**config.mk**
```make
export PLATFORM = sky130hd
export DESIGN_NAME = pipeline_ctrl
export DESIGN_NICKNAME = d
export VERILOG_FILES = /design/src/rtl/pipeline_pkg.sv /design/src/rtl/sat_counter.sv /design/src/rtl/pipeline_ctrl.sv
export SDC_FILE = /design/constraint.sdc
export NUM_CORES = 1
export LEC_CHECK = 0
export ABC_AREA = 1
export CAP_MARGIN = 20
export CORE_MARGIN = 3
export CORE_UTILIZATION = 38
export DETAILED_ROUTE_END_ITERATION = 7
export PLACE_DENSITY = 0.73
export SLEW_MARGIN = 15
export SYNTH_ARGS = -nofsm -noshare
export SYNTH_HDL_FRONTEND = slang
export SYNTH_SLANG_ARGS = --single-unit
```
**constraint.sdc**
```tcl
create_clock -name clk -period 2 [get_ports clk]
set_input_delay 0.3 -clock clk [delete_from_list [all_inputs] [get_ports clk]]
set_output_delay 0.3 -clock clk [all_outputs]
set_load 0.02 [all_outputs]
```
**src/rtl/pipeline_pkg.sv**
```systemverilog
// Shared types and constants for the pipeline stall/flush sequencer.
// Combinational decode only; no state, no latency, no backpressure.
package pipeline_pkg;

  typedef enum logic [1:0] {
    RUN   = 2'd0,
    STALL = 2'd1,
    WAIT  = 2'd2
  } state_e;

  localparam int CNT_W_DEF = 16;
  localparam int BUB_W     = 2;

  typedef struct packed {
    logic [1:0] wb;
    logic [2:0] m;
    logic [3:0] ex;
  } ctrl_t;

  // Control word a flushed pipeline register loads: no writeback, no memory op, no ALU effect.
  localparam ctrl_t BUBBLE_CTRL = '0;

endpackage

```
**src/rtl/sat_counter.sv**
```systemverilog
// Saturating up-counter, sticks at all-ones; cleared by async reset.
// Count visible one cycle after inc; no backpressure.
module sat_counter #(
  parameter int W = 16
) (
  input  logic         clk,
  input  logic         rst_n,
  input  logic         inc,
  output logic [W-1:0] cnt
);

  logic [W-1:0] cnt_q, cnt_d;

  always_comb begin
    cnt_d = cnt_q;
    if (inc && (cnt_q != {W{1'b1}})) begin
      cnt_d = cnt_q + 1'b1;
    end
  end

  always_ff @(posedge clk or negedge rst_n) begin
    if (!rst_n) begin
      cnt_q <= '0;
    end else begin
      cnt_q <= cnt_d;
    end
  end

  assign cnt = cnt_q;

endmodule

```
**src/rtl/pipeline_ctrl.sv**
```systemverilog
// Stall/flush sequencer for the 5-stage pipeline: load-use bubbles, MEM-resolved branches, memory waits.
// Strobes are combinational from state+inputs; memory wait freezes every stage.
module pipeline_ctrl
  import pipeline_pkg::*;
#(
  parameter int LOAD_BUBBLES = 1,
  parameter int CNT_W        = CNT_W_DEF
) (
  input  logic             clk,
  input  logic             rst_n,
  input  logic [4:0]       id_rs,
  input  logic [4:0]       id_rt,
  input  logic             id_uses_rt,
  input  logic             ex_mem_read,
  input  logic [4:0]       ex_rt,
  input  logic             mem_branch,
  input  logic             mem_zero,
  input  logic             mem_read,
  input  logic             mem_write,
  input  logic             dmem_ready,
  output logic             pc_en,
  output logic             ifid_en,
  output logic             idex_en,
  output logic             exmem_en,
  output logic             memwb_en,
  output logic             ifid_flush,
  output logic             idex_flush,
  output logic             exmem_flush,
  output logic             pc_src,
  output logic             dmem_req,
  output logic [1:0]       state,
  output logic [CNT_W-1:0] stall_cnt,
  output logic [CNT_W-1:0] flush_cnt
);

  localparam logic [BUB_W-1:0] BUB_INIT = BUB_W'(LOAD_BUBBLES - 1);

  state_e           state_q, state_d, ret_q, ret_d, eff_st;
  logic [BUB_W-1:0] bub_q, bub_d;
  logic             mem_op, taken, lu, wait_c;
  logic             stall_inc, flush_inc;

  assign mem_op = mem_read | mem_write;
  assign taken  = mem_branch & mem_zero;
  assign lu     = ex_mem_read && (ex_rt != 5'd0) &&
                  ((ex_rt == id_rs) || (id_uses_rt && (ex_rt == id_rt)));
  assign wait_c = mem_op & ~dmem_ready;
  // The release cycle of a wait behaves exactly like a cycle of the state it interrupted.
  assign eff_st = (state_q == WAIT) ? ret_q : state_q;

  always_ff @(posedge clk or negedge rst_n) begin
    if (!rst_n) begin
      state_q <= RUN;
      ret_q   <= RUN;
      bub_q   <= '0;
    end else begin
      state_q <= state_d;
      ret_q   <= ret_d;
      bub_q   <= bub_d;
    end
  end

  always_comb begin
    state_d = state_q;
    ret_d   = ret_q;
    bub_d   = bub_q;
    if (wait_c) begin
      state_d = WAIT;
      ret_d   = eff_st;
    end else if (taken) begin
      state_d = RUN;
      bub_d   = '0;
    end else if (eff_st == STALL) begin
      if (bub_q <= BUB_W'(1)) begin
        state_d = RUN;
        bub_d   = '0;
      end else begin
        state_d = STALL;
        bub_d   = bub_q - 1'b1;
      end
    end else begin
      state_d = RUN;
      if (lu) begin
        bub_d   = BUB_INIT;
        state_d = (BUB_INIT == '0) ? RUN : STALL;
      end
    end
  end

  always_comb begin
    pc_en       = 1'b0;
    ifid_en     = 1'b0;
    idex_en     = 1'b0;
    exmem_en    = 1'b0;
    memwb_en    = 1'b0;
    ifid_flush  = 1'b0;
    idex_flush  = 1'b0;
    exmem_flush = 1'b0;
    pc_src      = 1'b0;
    dmem_req    = rst_n & mem_op;
    if (!rst_n) begin
      ifid_flush  = 1'b1;
      idex_flush  = 1'b1;
      exmem_flush = 1'b1;
    end else if (wait_c) begin
      pc_en = 1'b0;
    end else if (taken) begin
      {pc_en, ifid_en, idex_en, exmem_en, memwb_en} = 5'b11111;
      {ifid_flush, idex_flush, exmem_flush}         = 3'b111;
      pc_src = 1'b1;
    end else if ((eff_st == STALL) || ((eff_st == RUN) && lu)) begin
      {idex_en, exmem_en, memwb_en} = 3'b111;
      idex_flush = 1'b1;
    end else begin
      {pc_en, ifid_en, idex_en, exmem_en, memwb_en} = 5'b11111;
    end
  end

  assign state     = state_q;
  assign stall_inc = rst_n & ~pc_en;
  assign flush_inc = rst_n & ~wait_c & taken;

  sat_counter #(.W(CNT_W)) u_stall_cnt (
    .clk   (clk),
    .rst_n (rst_n),
    .inc   (stall_inc),
    .cnt   (stall_cnt)
  );

  sat_counter #(.W(CNT_W)) u_flush_cnt (
    .clk   (clk),
    .rst_n (rst_n),
    .inc   (flush_inc),
    .cnt   (flush_cnt)
  );

endmodule

```
==> results.toml, run 1 <==
[synthesis]
synthDistinctLibCells = 24
synthesis.nets = 350
yosysSeqAreaShare_pct = 39.7
synth_top_area_share_pct = 39.7
netlist_area_um2 = 2390
syn-instance-count = 324
yosysWarnings = 0
ys_top_cells_by_area = "dfrtp_1 (40%), nand2_1 (16%), inv_1 (6.1%)"
synth.avg_cell_area_um2 = 7.38
synth_top_area_cell = "dfrtp_1"
synth.ff_latch_count = 38

[critical_path]
slowest_delay_ns = 0.47
crit_buf_inv = 3
worst_ep_arrival_time_ns = 1.64
path_cells = "clkdlybuf4s50_1 -> inv_1 -> nand2_1 -> nand2_1 -> nor2_1 -> nand3_1 -> nand2_2 -> nand3_2 -> nand2_1 -> nand2_1 -> nand2_1 -> buf_2"
start_kind = "input port"
path_common_cell = "nand2_1"
worstSetupPathType = "input port to output port"
cp_max_fo = 2
r2r_start = "u_stall_cnt.cnt[1]"
cp_top_family = "buffers and inverters"
crit_slowest_cell = "clkdlybuf4s50_1"
startpoint = "id_rt[3]"
required_ns = 1.70
crit_path_end_kind = "output port"

[final_layout]
layout_common_cells = "nand2_1 (102), clkdlybuf4s50_1 (44), inv_1 (38), dfrtp_1 (38), nor2_1 (33)"
fin_cells = 489
final_area_um2 = 3440
area_growth_pct = 44.0
nNetsFinal = 439
fillers = 543
multi_input_area_um2 = 1240
seq_area_um2 = 951
drive_gt1_share_pct = 14.3
final_core_util_pct = 57.2
n_antenna_cell = 0
layout_commonest_cell = "nand2_1"

[timing]
slew_viol_final = 0
finalSetupTns_ns = 0
period_needed_ns = 1.94
period_share_pct = 97.1
final-setup-viol-count = 0
skew_ns = 0.00606
max_slew_margin_pct = 75.3
hold_viol = 0
tightest_slew_ns = 0.367
fin_ws_ns = 0.0579
max_freq_mhz = 515

[pwr]
ir_worst_vdd_mv = 0.380
power_density_nw_per_um2 = 690
p_leak_uw = 0.00178

[detailed_routing]
num_vias = 2402
wl_per_cell_um = 13.0
ant_nets = 0
routed_wl_um = 6360
first_iter_violations = 108
viasPerCell = 4.91
post-route-drc-count = 0
first_pass_iters = 5

[min_path]
min-delay-path-class = "input port to async pin"

[clock_network]
cts_htree_levels = 2
cts.path.max_buffers = 2
cts_buffers = 5
clk_latency_ns = 0.29
cts_root_buf = "clkbuf_8"
cts.clk_slew.worst_paths_ns = 0.08
cts.sinks = 38
cts_tree = "built"

[placement]
place_ws_ns = -0.508
dp.cells = 478
gp_congestion = 0.814
dp_hpwl_um = 4790
place_area_um2 = 3270
io_buffers = 67

[job]
maxCapViolations = 0

[global_route]
grt_overflow = 0
grt_pass1_wl_um = 10700
grt_pass1_vias = 2433
antenna_found_initial = 0
gr-usage-all-layers_pct = 17.9
grt_max_degree = 27

[floorplan]
rows = 28
io_pins = 68
core-area_um2 = 6030
die_width_um = 85.3
die_y_um = 85.3
start_util_pct = 39.7
dieArea_um2 = 7280

[run_status]
outcome = "completed"
worst register-to-register path, cell delays in order (launching register included):
cell	delay (ns)
dfrtp_1	0.36
ha_1	0.19
nand3_1	0.16
inv_1	0.09
nand2_1	0.07
nor2_1	0.18
nand4_2	0.24
buf_4	0.25
nand4_1	0.10
nand2_1	0.06
layer usage:
| layer | track usage (%) | vias up | routed length, um |
|---|---|---|---|
| met5 | 0 | - | 0 |
| met1 | 23.8 | 1113 | 2770 |
| met3 | 3.50 | 4 | 345 |
| li1 | - | 1207 | - |
| met4 | 3.74 | 0 | 30 |
| met2 | 30.4 | 78 | 3210 |
logic make-up after synthesis:
family                   synth area share (%)
AND/OR/NAND/NOR                          38.1
buffers and inverters                    9.31
flip-flops                               39.7
XOR/XNOR                                 9.15
AO/OA/AOI/OAI                            2.67
adder cells (fa/ha/maj)                  1.05
area by class of cell:
| class | instances | share of cell area (%) |
|---|---|---|
| multi-input combinational | 235 | 36.1 |
| sequential | 38 | 27.6 |
| timing repair buffer | 93 | 24.9 |
| inverter | 40 | 4.50 |
| tap | 75 | 2.72 |
| clock buffer | 6 | 2.40 |
| clock inverter | 2 | 1.74 |
power breakdown:
group	leakage, uW	switching [uW]	internal (uW)
clock	0.0000714	272	532
sequential	0.000504	88.4	841
combinational	0.00121	337	306
total	0.00178	698	1680
Yosys cell counts, drive strengths merged:
master,n
a21oi,3
buf,9
clkbuf,2
dfrtp,38
ha,2
inv,40
nand2,105
nand3,24
nand3b,1
nand4,24
nor2,37
nor3,4
nor4,3
o21ai,6
o21bai,1
xnor2,14
xor2,11
metrics by stage:
step	total power (uW)	hold slack [ns]
after floorplan	1250	0.00441
after global placement	1580	0.276
after detailed placement	1600	0.287
after CTS	2400	0.0530
after global routing	2510	0.0794
final	2380	0.0445
state kept, by name (all words and copies together), names as in the netlist:
register         count
u_flush_cnt.cnt     16
ret_q                2
bub_q                2
u_stall_cnt.cnt     16
state                2
timing repair:
item                                   4_1_cts  5_1_grt
hold buffers                                 1        0
setup buffers                                0        2
resized for setup                           28       26
setup endpoints to repair                   21       21
endpoints found under the hold margin       12        0
pin swaps                                    0       13
path summary, 6_finish.rpt:
kind,to,slack (ns),depth (start not counted)
worst max-delay path,idex_flush,0.06,12
worst min-delay path,u_flush_cnt.cnt[12],0.04,2
worst max register to register,u_stall_cnt.cnt[8],0.19,9
worst min register to register,bub_q[1],0.49,2
max in group asynchronous,u_stall_cnt.cnt[13],1.31,3
min in group clk,bub_q[1],0.49,2
No activity file was read; power rests on OpenSTA's default activity.
==> run 2: changes to the inputs <==
--- a/config.mk
+++ b/config.mk
@@ -6,7 +6,7 @@
 export NUM_CORES = 1
 export LEC_CHECK = 0
 export ABC_AREA = 1
-export CAP_MARGIN = 20
+export CAP_MARGIN = 0
 export CORE_MARGIN = 3
 export CORE_UTILIZATION = 38
 export DETAILED_ROUTE_END_ITERATION = 7
==> results of run 2 <==
Same layout as run 1: the final DEF is identical, and so are final timing and power.
